<file path="src/rtl/seq_alu.sv">
// seq_alu: multi-cycle ALU with registered result, flags and a start/busy/done handshake.
// Define SEQ_ALU_DIV_EN to build the restoring divider (op 10); otherwise op 10 is illegal.
module seq_alu #(
  parameter int WIDTH = 8
) (
  input  logic             clk,
  input  logic             rst_n,
  input  logic             start,
  input  logic [3:0]       op,
  input  logic [WIDTH-1:0] a,
  input  logic [WIDTH-1:0] b,
  output logic             busy,
  output logic             done,
  output logic [WIDTH-1:0] result,
  output logic [WIDTH-1:0] result_hi,
  output logic [3:0]       sreg
);

  localparam int CNT_W = $clog2(WIDTH);

  localparam logic [3:0] OP_ADD = 4'd0, OP_SUB = 4'd1, OP_AND = 4'd2, OP_OR  = 4'd3,
                         OP_XOR = 4'd4, OP_NOT = 4'd5, OP_SHL = 4'd6, OP_SHR = 4'd7,
                         OP_MUL = 4'd8, OP_CMP = 4'd9, OP_DIV = 4'd10;

`ifdef SEQ_ALU_DIV_EN
  typedef enum logic [1:0] {IDLE, MUL_RUN, DIV_RUN} state_t;
`else
  typedef enum logic [1:0] {IDLE, MUL_RUN} state_t;
`endif

  state_t           state_q;
  logic [CNT_W-1:0] cnt_q;
  logic             busy_q, done_q;
  logic [WIDTH-1:0] result_q, result_hi_q;
  logic [3:0]       sreg_q;

  logic [WIDTH-1:0] a_q, acc_hi_q, acc_lo_q;
`ifdef SEQ_ALU_DIV_EN
  logic [WIDTH-1:0] b_q;
  logic [WIDTH:0]   div_sh, div_trial;
`endif

  function automatic logic [3:0] pack_flags(input logic v, input logic n,
                                            input logic z, input logic c);
    return {v, n, z, c};
  endfunction

  logic [WIDTH:0]   sum_w, diff_w;
  logic             v_add, v_sub, c_d, v_d, upd_d;
  logic [WIDTH-1:0] flag_src, sc_res_d, sc_hi_d;
  logic [3:0]       sc_sreg_d;

  // Single-cycle ops: evaluated on the live inputs, captured on the accepting edge.
  always_comb begin
    sum_w     = {1'b0, a} + {1'b0, b};
    diff_w    = {1'b0, a} - {1'b0, b};
    v_add     = (a[WIDTH-1] == b[WIDTH-1]) && (sum_w[WIDTH-1] != a[WIDTH-1]);
    v_sub     = (a[WIDTH-1] != b[WIDTH-1]) && (diff_w[WIDTH-1] != a[WIDTH-1]);
    sc_res_d  = '0;
    sc_hi_d   = '0;
    sc_sreg_d = sreg_q;
    flag_src  = '0;
    c_d       = 1'b0;
    v_d       = 1'b0;
    upd_d     = 1'b1;
    case (op)
      OP_ADD: begin sc_res_d = sum_w[WIDTH-1:0];  c_d = sum_w[WIDTH];  v_d = v_add; end
      OP_SUB: begin sc_res_d = diff_w[WIDTH-1:0]; c_d = diff_w[WIDTH]; v_d = v_sub; end
      OP_AND: sc_res_d = a & b;
      OP_OR:  sc_res_d = a | b;
      OP_XOR: sc_res_d = a ^ b;
      OP_NOT: sc_res_d = ~a;
      OP_SHL: begin sc_res_d = {a[WIDTH-2:0], 1'b0}; c_d = a[WIDTH-1]; end
      OP_SHR: begin sc_res_d = {1'b0, a[WIDTH-1:1]}; c_d = a[0]; end
      OP_CMP: begin
        sc_res_d = result_q;
        sc_hi_d  = result_hi_q;
        c_d      = diff_w[WIDTH];
        v_d      = v_sub;
      end
`ifdef SEQ_ALU_DIV_EN
      OP_DIV: begin
        sc_res_d  = '1;
        sc_hi_d   = a;
        sc_sreg_d = pack_flags(1'b1, 1'b1, 1'b0, 1'b0);
        upd_d     = 1'b0;
      end
`endif
      default: upd_d = 1'b0;
    endcase
    flag_src = (op == OP_CMP) ? diff_w[WIDTH-1:0] : sc_res_d;
    if (upd_d) sc_sreg_d = pack_flags(v_d, flag_src[WIDTH-1], ~|flag_src, c_d);
  end

  logic [WIDTH:0]   mul_sum;
  logic [WIDTH-1:0] it_hi_d, it_lo_d;
  logic [3:0]       run_sreg_d;

  // One iteration step: MUL shifts {carry,hi,lo} right; DIV shifts {rem,quot} left and trial-subtracts.
  always_comb begin
    mul_sum    = {1'b0, acc_hi_q} + {1'b0, (acc_lo_q[0] ? a_q : {WIDTH{1'b0}})};
    it_hi_d    = mul_sum[WIDTH:1];
    it_lo_d    = {mul_sum[0], acc_lo_q[WIDTH-1:1]};
    run_sreg_d = pack_flags(1'b0, it_hi_d[WIDTH-1], ~|{it_hi_d, it_lo_d}, |it_hi_d);
`ifdef SEQ_ALU_DIV_EN
    div_sh    = {acc_hi_q, acc_lo_q[WIDTH-1]};
    div_trial = div_sh - {1'b0, b_q};
    if (state_q == DIV_RUN) begin
      if (!div_trial[WIDTH]) begin
        it_hi_d = div_trial[WIDTH-1:0];
        it_lo_d = {acc_lo_q[WIDTH-2:0], 1'b1};
      end else begin
        it_hi_d = div_sh[WIDTH-1:0];
        it_lo_d = {acc_lo_q[WIDTH-2:0], 1'b0};
      end
      run_sreg_d = pack_flags(1'b0, it_lo_d[WIDTH-1], ~|it_lo_d, 1'b0);
    end
`endif
  end

  // Operand/accumulator datapath carries no reset; the FSM decides when it is meaningful.
  always_ff @(posedge clk) begin
    if (state_q == IDLE) begin
      if (start) begin
        a_q      <= a;
        acc_hi_q <= '0;
        acc_lo_q <= (op == OP_DIV) ? a : b;
`ifdef SEQ_ALU_DIV_EN
        b_q      <= b;
`endif
      end
    end else begin
      acc_hi_q <= it_hi_d;
      acc_lo_q <= it_lo_d;
    end
  end

  always_ff @(posedge clk or negedge rst_n) begin
    if (!rst_n) begin
      state_q     <= IDLE;
      cnt_q       <= '0;
      busy_q      <= 1'b0;
      done_q      <= 1'b0;
      result_q    <= '0;
      result_hi_q <= '0;
      sreg_q      <= '0;
    end else begin
      done_q <= 1'b0;
      case (state_q)
        IDLE: begin
          if (start) begin
            if (op == OP_MUL) begin
              state_q <= MUL_RUN;
              busy_q  <= 1'b1;
              cnt_q   <= '0;
            end
`ifdef SEQ_ALU_DIV_EN
            else if (op == OP_DIV && b != '0) begin
              state_q <= DIV_RUN;
              busy_q  <= 1'b1;
              cnt_q   <= '0;
            end
`endif
            else begin
              result_q    <= sc_res_d;
              result_hi_q <= sc_hi_d;
              sreg_q      <= sc_sreg_d;
              done_q      <= 1'b1;
            end
          end
        end
        default: begin
          cnt_q <= cnt_q + CNT_W'(1);
          if (cnt_q == CNT_W'(WIDTH - 1)) begin
            state_q     <= IDLE;
            cnt_q       <= '0;
            busy_q      <= 1'b0;
            done_q      <= 1'b1;
            result_q    <= it_lo_d;
            result_hi_q <= it_hi_d;
            sreg_q      <= run_sreg_d;
          end
        end
      endcase
    end
  end

  assign busy      = busy_q;
  assign done      = done_q;
  assign result    = result_q;
  assign result_hi = result_hi_q;
  assign sreg      = sreg_q;

endmodule
</file>
<file path="config.mk">
export PLATFORM = sky130hd
export DESIGN_NAME = seq_alu
export DESIGN_NICKNAME = d
export VERILOG_FILES = /design/src/rtl/seq_alu.sv
export SDC_FILE = /design/constraint.sdc
export NUM_CORES = 1
export LEC_CHECK = 0
export CAP_MARGIN = 20
export CORE_MARGIN = 5
export CORE_UTILIZATION = 52
export CTS_CLUSTER_SIZE = 28
export DETAILED_ROUTE_END_ITERATION = 8
export PLACE_DENSITY = 0.75
export SLEW_MARGIN = 5
export SYNTH_ARGS = -nofsm -noshare
export SYNTH_HDL_FRONTEND = slang
export SYNTH_SLANG_ARGS = --single-unit
</file>
<file path="constraint.sdc">
create_clock -name clk -period 3.5 [get_ports clk]
set_input_delay 0.35 -clock clk [delete_from_list [all_inputs] [get_ports clk]]
set_output_delay 0.35 -clock clk [all_outputs]
set_load 0.005 [all_outputs]
</file>
======== After elaboration in Yosys (flattened, before gate mapping) ========
Index checks and enable logic that the tools add are counted.
storage, ports and cells
  logic and storage cells ................. 97
  register bits ........................... 51
  output and inout bits ................... 22
  input port bits ......................... 23
cells by class
  add/subtract/negate cells ............... 4
  reductions and logical operators ........ 18
  bitwise operators ....................... 4
  mux-type cells .......................... 41
  equality and inequality tests ........... 20
operators with widths
  cell                  number
  $mux W8               16
  $pmux W8 S9           1
  $mux W4               5
  $add A8 B8 Y9         2
  $eq A4 B3 Y1 const B  4
  $reduce_or A16 Y1     1
  $reduce_or A8 Y1      2
  $eq A4 B4 Y1 const B  3
  $mux W3               4
  $mux W1               9
  $reduce_or A9 Y1      1
  $sub A8 B8 Y9         1
  $and A8 B8 Y8         1
  $eq A4 B2 Y1 const B  2
  $mux W2               4
  $ne A2 B2 Y1 const B  4
  $not A8 Y8            1
  $or A8 B8 Y8          1
  $reduce_and A4 Y1     2
  $xor A8 B8 Y8         1
  $reduce_and A3 Y1     2
  $eq A4 B1 Y1 const B  1
  $logic_not A4 Y1      1
  $pmux W1 S4           1
  other kinds (12)      17

======== Logic depth before layout (Yosys ltp) ========
  depth after elaboration ................. 9
  depth in mapped cells ................... 10
  depth with buffers taken out ............ 10

======== Least setup slack after synthesis ========
No wires, ideal clock.
  path type ............................... input to register
  start point ............................. in a[0]
  end point ............................... reg sreg_q[1] (netlist: sreg[1])
  setup slack ............................. 0.984 ns
  data required time ...................... 3.434 ns
  arrival ................................. 2.450 ns
  stages on the path ...................... 9
  path through ............................ ha_1 > fa_1 > a211oi_1 > nor2_1 > a221o_1 > a211o_1 > nor4_1 > and4b_1 > o31a_1
on the way
  word-level cells in the longest chain between the ends .. 9
  elaborated cells between the ends (all ways) .. 14
  those cells by class .................... add/sub: 2; mux: 6; bitwise: 4; reduce/logical: 2
RTL lines
  item                                         RTL line  source
  start: declaration                           10        input logic [WIDTH-1:0] a,
  $sub A8 B8 Y9, or another cell as far along  56        diff_w = {1'b0, a} - {1'b0, b};
  $pmux W8 S9                                  66        case (op)
  $mux W8 *                                    91        flag_src = (op == OP_CMP) ? diff_w[WIDTH-1:0] : sc_res_d;
  $reduce_or A8 Y1 *                           92        if (upd_d) sc_sreg_d = pack_flags(v_d, flag_src[WIDTH-1], ~|flag_src, c_d);
  $logic_not A1 Y1 *                           92
  $mux W4 *                                    92
  $mux W4 *                                    152       if (op == OP_MUL) begin
  $mux W4 *                                    151       if (start) begin
  $mux W4 *                                    149       case (state_q)
  end signal: assignment                       167       sreg_q <= sc_sreg_d;
  end signal: assignment                       181       sreg_q <= run_sreg_d;
  end: declaration                             35        logic [3:0] sreg_q;
Mark *: on every way between the ends. The rest lies on a longest branch, timed or not. The select of a mux whose other input is x is not followed.
A chain may end at the register's enable or synchronous reset.

======== Final worst setup path ========
Same ends and word-level chain as after synthesis.

==> flow_metrics.tcl <==
set metrics [dict create \
    synth_edf_count 24 \
    die_h_microns 97.9 \
    vdd_drop_max_uv 238 \
    cts_buffers 5 \
    via_count 3737 \
    drc 0 \
    synth_top_area_share_pct 17.9 \
    crit_start "a[0]" \
    slew_violations 0 \
    cts_resized 0 \
    slowest_delay_ns 0.54 \
    cts.clk_slew.worst_paths_ns 0.09 \
    wl_mm 11.7 \
    cap_violations 0 \
    fin_crit_sh_pct 88.6 \
    p_total_w 0.00302 \
    critPathKind "in2reg" \
    hold_path_class "in2async" \
    rsz0062_at_grt "no" \
    post-cts-setup-buffers 0 \
    dp_hpwl_mm 9.27 \
    fin_crit_ns 3.10 \
    die_w_microns 97.9 \
    ys_seq_area_share_pct 33.5 \
    setup.worst_path.end "sreg[1]" \
    ys_ff_latch 49 \
    tightest_slew_ns 0.491 \
    fmax_mhz 322 \
    cts-root-buf "clkbuf_8" \
    synth_area_sq_um 4020 \
    grt_antenna_before_repair 0 \
    grt_pass1_vias 3808 \
    cts_hold_buffers 0 \
    syn_to_final_growth_pct 20.9 \
    clock_sinks 49 \
    io_buffers 44 \
    clk_latency_ns 0.30 \
    final_common_cell "nor2_1" \
    grt_use_total_pct 24.6 \
    syn_inst 448 \
    clock_path_buffers 2 \
    reg2reg_depth 10 \
    ys.flop_type "dfrtp_1" \
    ys_async_sr_fraction_pct 51.0 \
    rrSetupSlack_ns 0.66 \
    fin_worst_skew_ns 0.00725 \
    finalSetupViolCount 0 \
    fp.coreArea_sq_um 7610 \
    fin_setup_tns_ns 0 \
    cp.arrival_ns 3.34 \
    timing.rr.end "sreg[0]" \
    worst_path_max_delay_cell "clkdlybuf4s50_1" \
    ios 45 \
    layout-drive-gt1-share_pct 11.0 \
    crit_fanout 4 \
    r2r_start "acc_lo_q[0]" \
    wire_per_inst_microns 19.1 \
    grt_first_pass_wirelength_mm 19.4 \
    final_nets 567 \
    pre_cts_slack_ns 0.0723 \
    finalWeightedCongestion 0.910 \
    cts_tree "built" \
    final_cell_mix "nor2_1 (49), clkdlybuf4s50_1 (44), a21oi_1 (40)" \
    status "finished clean" \
    gr-total-overflow 0 \
    htree_levels 2 \
    p_leak_nw 2.05 \
    grt_max_degree 26 \
    die_area_sq_um 9580 \
    yosysUniqueCellTypes 67 \
    initial_core_util_pct 52.8 \
    num_antenna_cells 0 \
    crit_required_ns 3.74 \
    vias_per_cell 6.13 \
    holdWs_ns 0.417 \
    syn_area_per_cell_sq_um 8.97 \
    final_hold_viol_count 0 \
    final.setup.worst_slack_ns 0.398 \
    endpoint_kind "flip-flop" \
    synth_top_cell_by_area "edfxtp_1" \
    slew_headroom_pct 66.4 \
    yosysWarnings 0 \
    rows 32 \
    synth_top_cells_by_area "edfxtp_1 (18%), dfrtp_1 (16%), ha_1 (11%)" \
    crit_chain "clkdlybuf4s50_1, inv_1, ha_1, fa_1, o21bai_1, a21oi_1, a221o_1, a211o_1, nor4_1, and4b_1, o31a_1" \
    firstDrtPassIters 5 \
    ant_nets 0 \
    drtIter0Drc 275 \
    powerDensity_nw_per_um2 623 \
    postSynthNetCount 508 \
    worstSetupStartpointType "input pin" \
]
[worst min path at each step]
stage	startpoint	end	slack (ns)	cells past startpoint
2_1_floorplan	rst_n	cnt_q[0]	0.05	0
3_3_place_gp	result_hi[7]	result_hi[7]	0.46	2
3_5_place_dp	result_hi[7]	result_hi[7]	0.48	2
4_1_cts	rst_n	result[2]	0.42	2
5_1_grt	rst_n	result_hi[4]	0.46	2
6_report	rst_n	cnt_q[0]	0.42	2
[synth_stat cells (all sizes together) (8+ instances only)]
master / count
nor2: 49
nand3: 8
and2: 16
nor3: 8
ha: 34
edfxtp: 24
dfrtp: 25
clkbuf: 11
mux2: 8
inv: 28
a21oi: 40
nand2: 19
o21ai: 11
mux2i: 8
nand2b: 15
buf: 13
xnor2: 8
[final cells by class]
type	instances	area (sq um)
Sequential cell	49	1350
Timing Repair Buffer	76	681
Multi-Input combinational cell	347	2460
Fill cell	689	2750
Tap cell	102	128
Clock inverter	3	65.1
Inverter	28	105
Clock buffer	5	68.8
[sequential cells by signal, summed over array words and instances (netlist names)]
register	cells
done	1
state_q	1
sreg	4
result	8
acc_lo_q	8
result_hi	8
a_q	8
cnt_q	3
acc_hi_q	8
[per-stage QoR]
step	utilization [%]	std cells	cell area (sq um)
2_1_floorplan	-	448	4020
3_3_place_gp	62.1	602	4720
3_5_place_dp	62.1	602	4720
4_1_cts	63.8	610	4860
5_1_grt	63.8	610	4860
6_report	63.8	610	4860
[layer usage]
metal | track usage (%) | wire length (microns) | up-vias
met4 | 9.16 | 314 | 0
met5 | 0 | 0 | -
met2 | 42.2 | 5780 | 150
met1 | 32.4 | 4880 | 1793
li1 | - | - | 1771
met3 | 2.14 | 694 | 23
[kinds of logic (layout without fill, tap and decap cells)]
| kind of cell | Yosys count | in the layout | synth area share, % |
|---|---|---|---|
| mux | 16 | 16 | 4.24 |
| compound gates | 131 | 131 | 22.6 |
| buf+inv | 52 | 112 | 5.17 |
| fa+ha+maj | 37 | 37 | 12.1 |
| flops | 49 | 49 | 33.5 |
| xor+xnor | 11 | 11 | 2.40 |
| simple gates | 152 | 152 | 19.9 |
[critical path: cells and delay by family]
family | cells | cell delay [ns]
simple gates | 2 | 0.58
compound gates | 5 | 1.11
buf+inv | 2 | 0.64
fa+ha+maj | 2 | 0.65
[report_power, final]
group          total [W]  switching (W)  leakage (nW)  internal, W
Sequential       0.00104       0.000155         0.549     0.000889
Combinational    0.00151       0.000793          1.44     0.000718
Clock           0.000470       0.000187        0.0681     0.000284
Total            0.00302        0.00113          2.05      0.00189
Note: power is estimated with default switching activity, not from simulation.
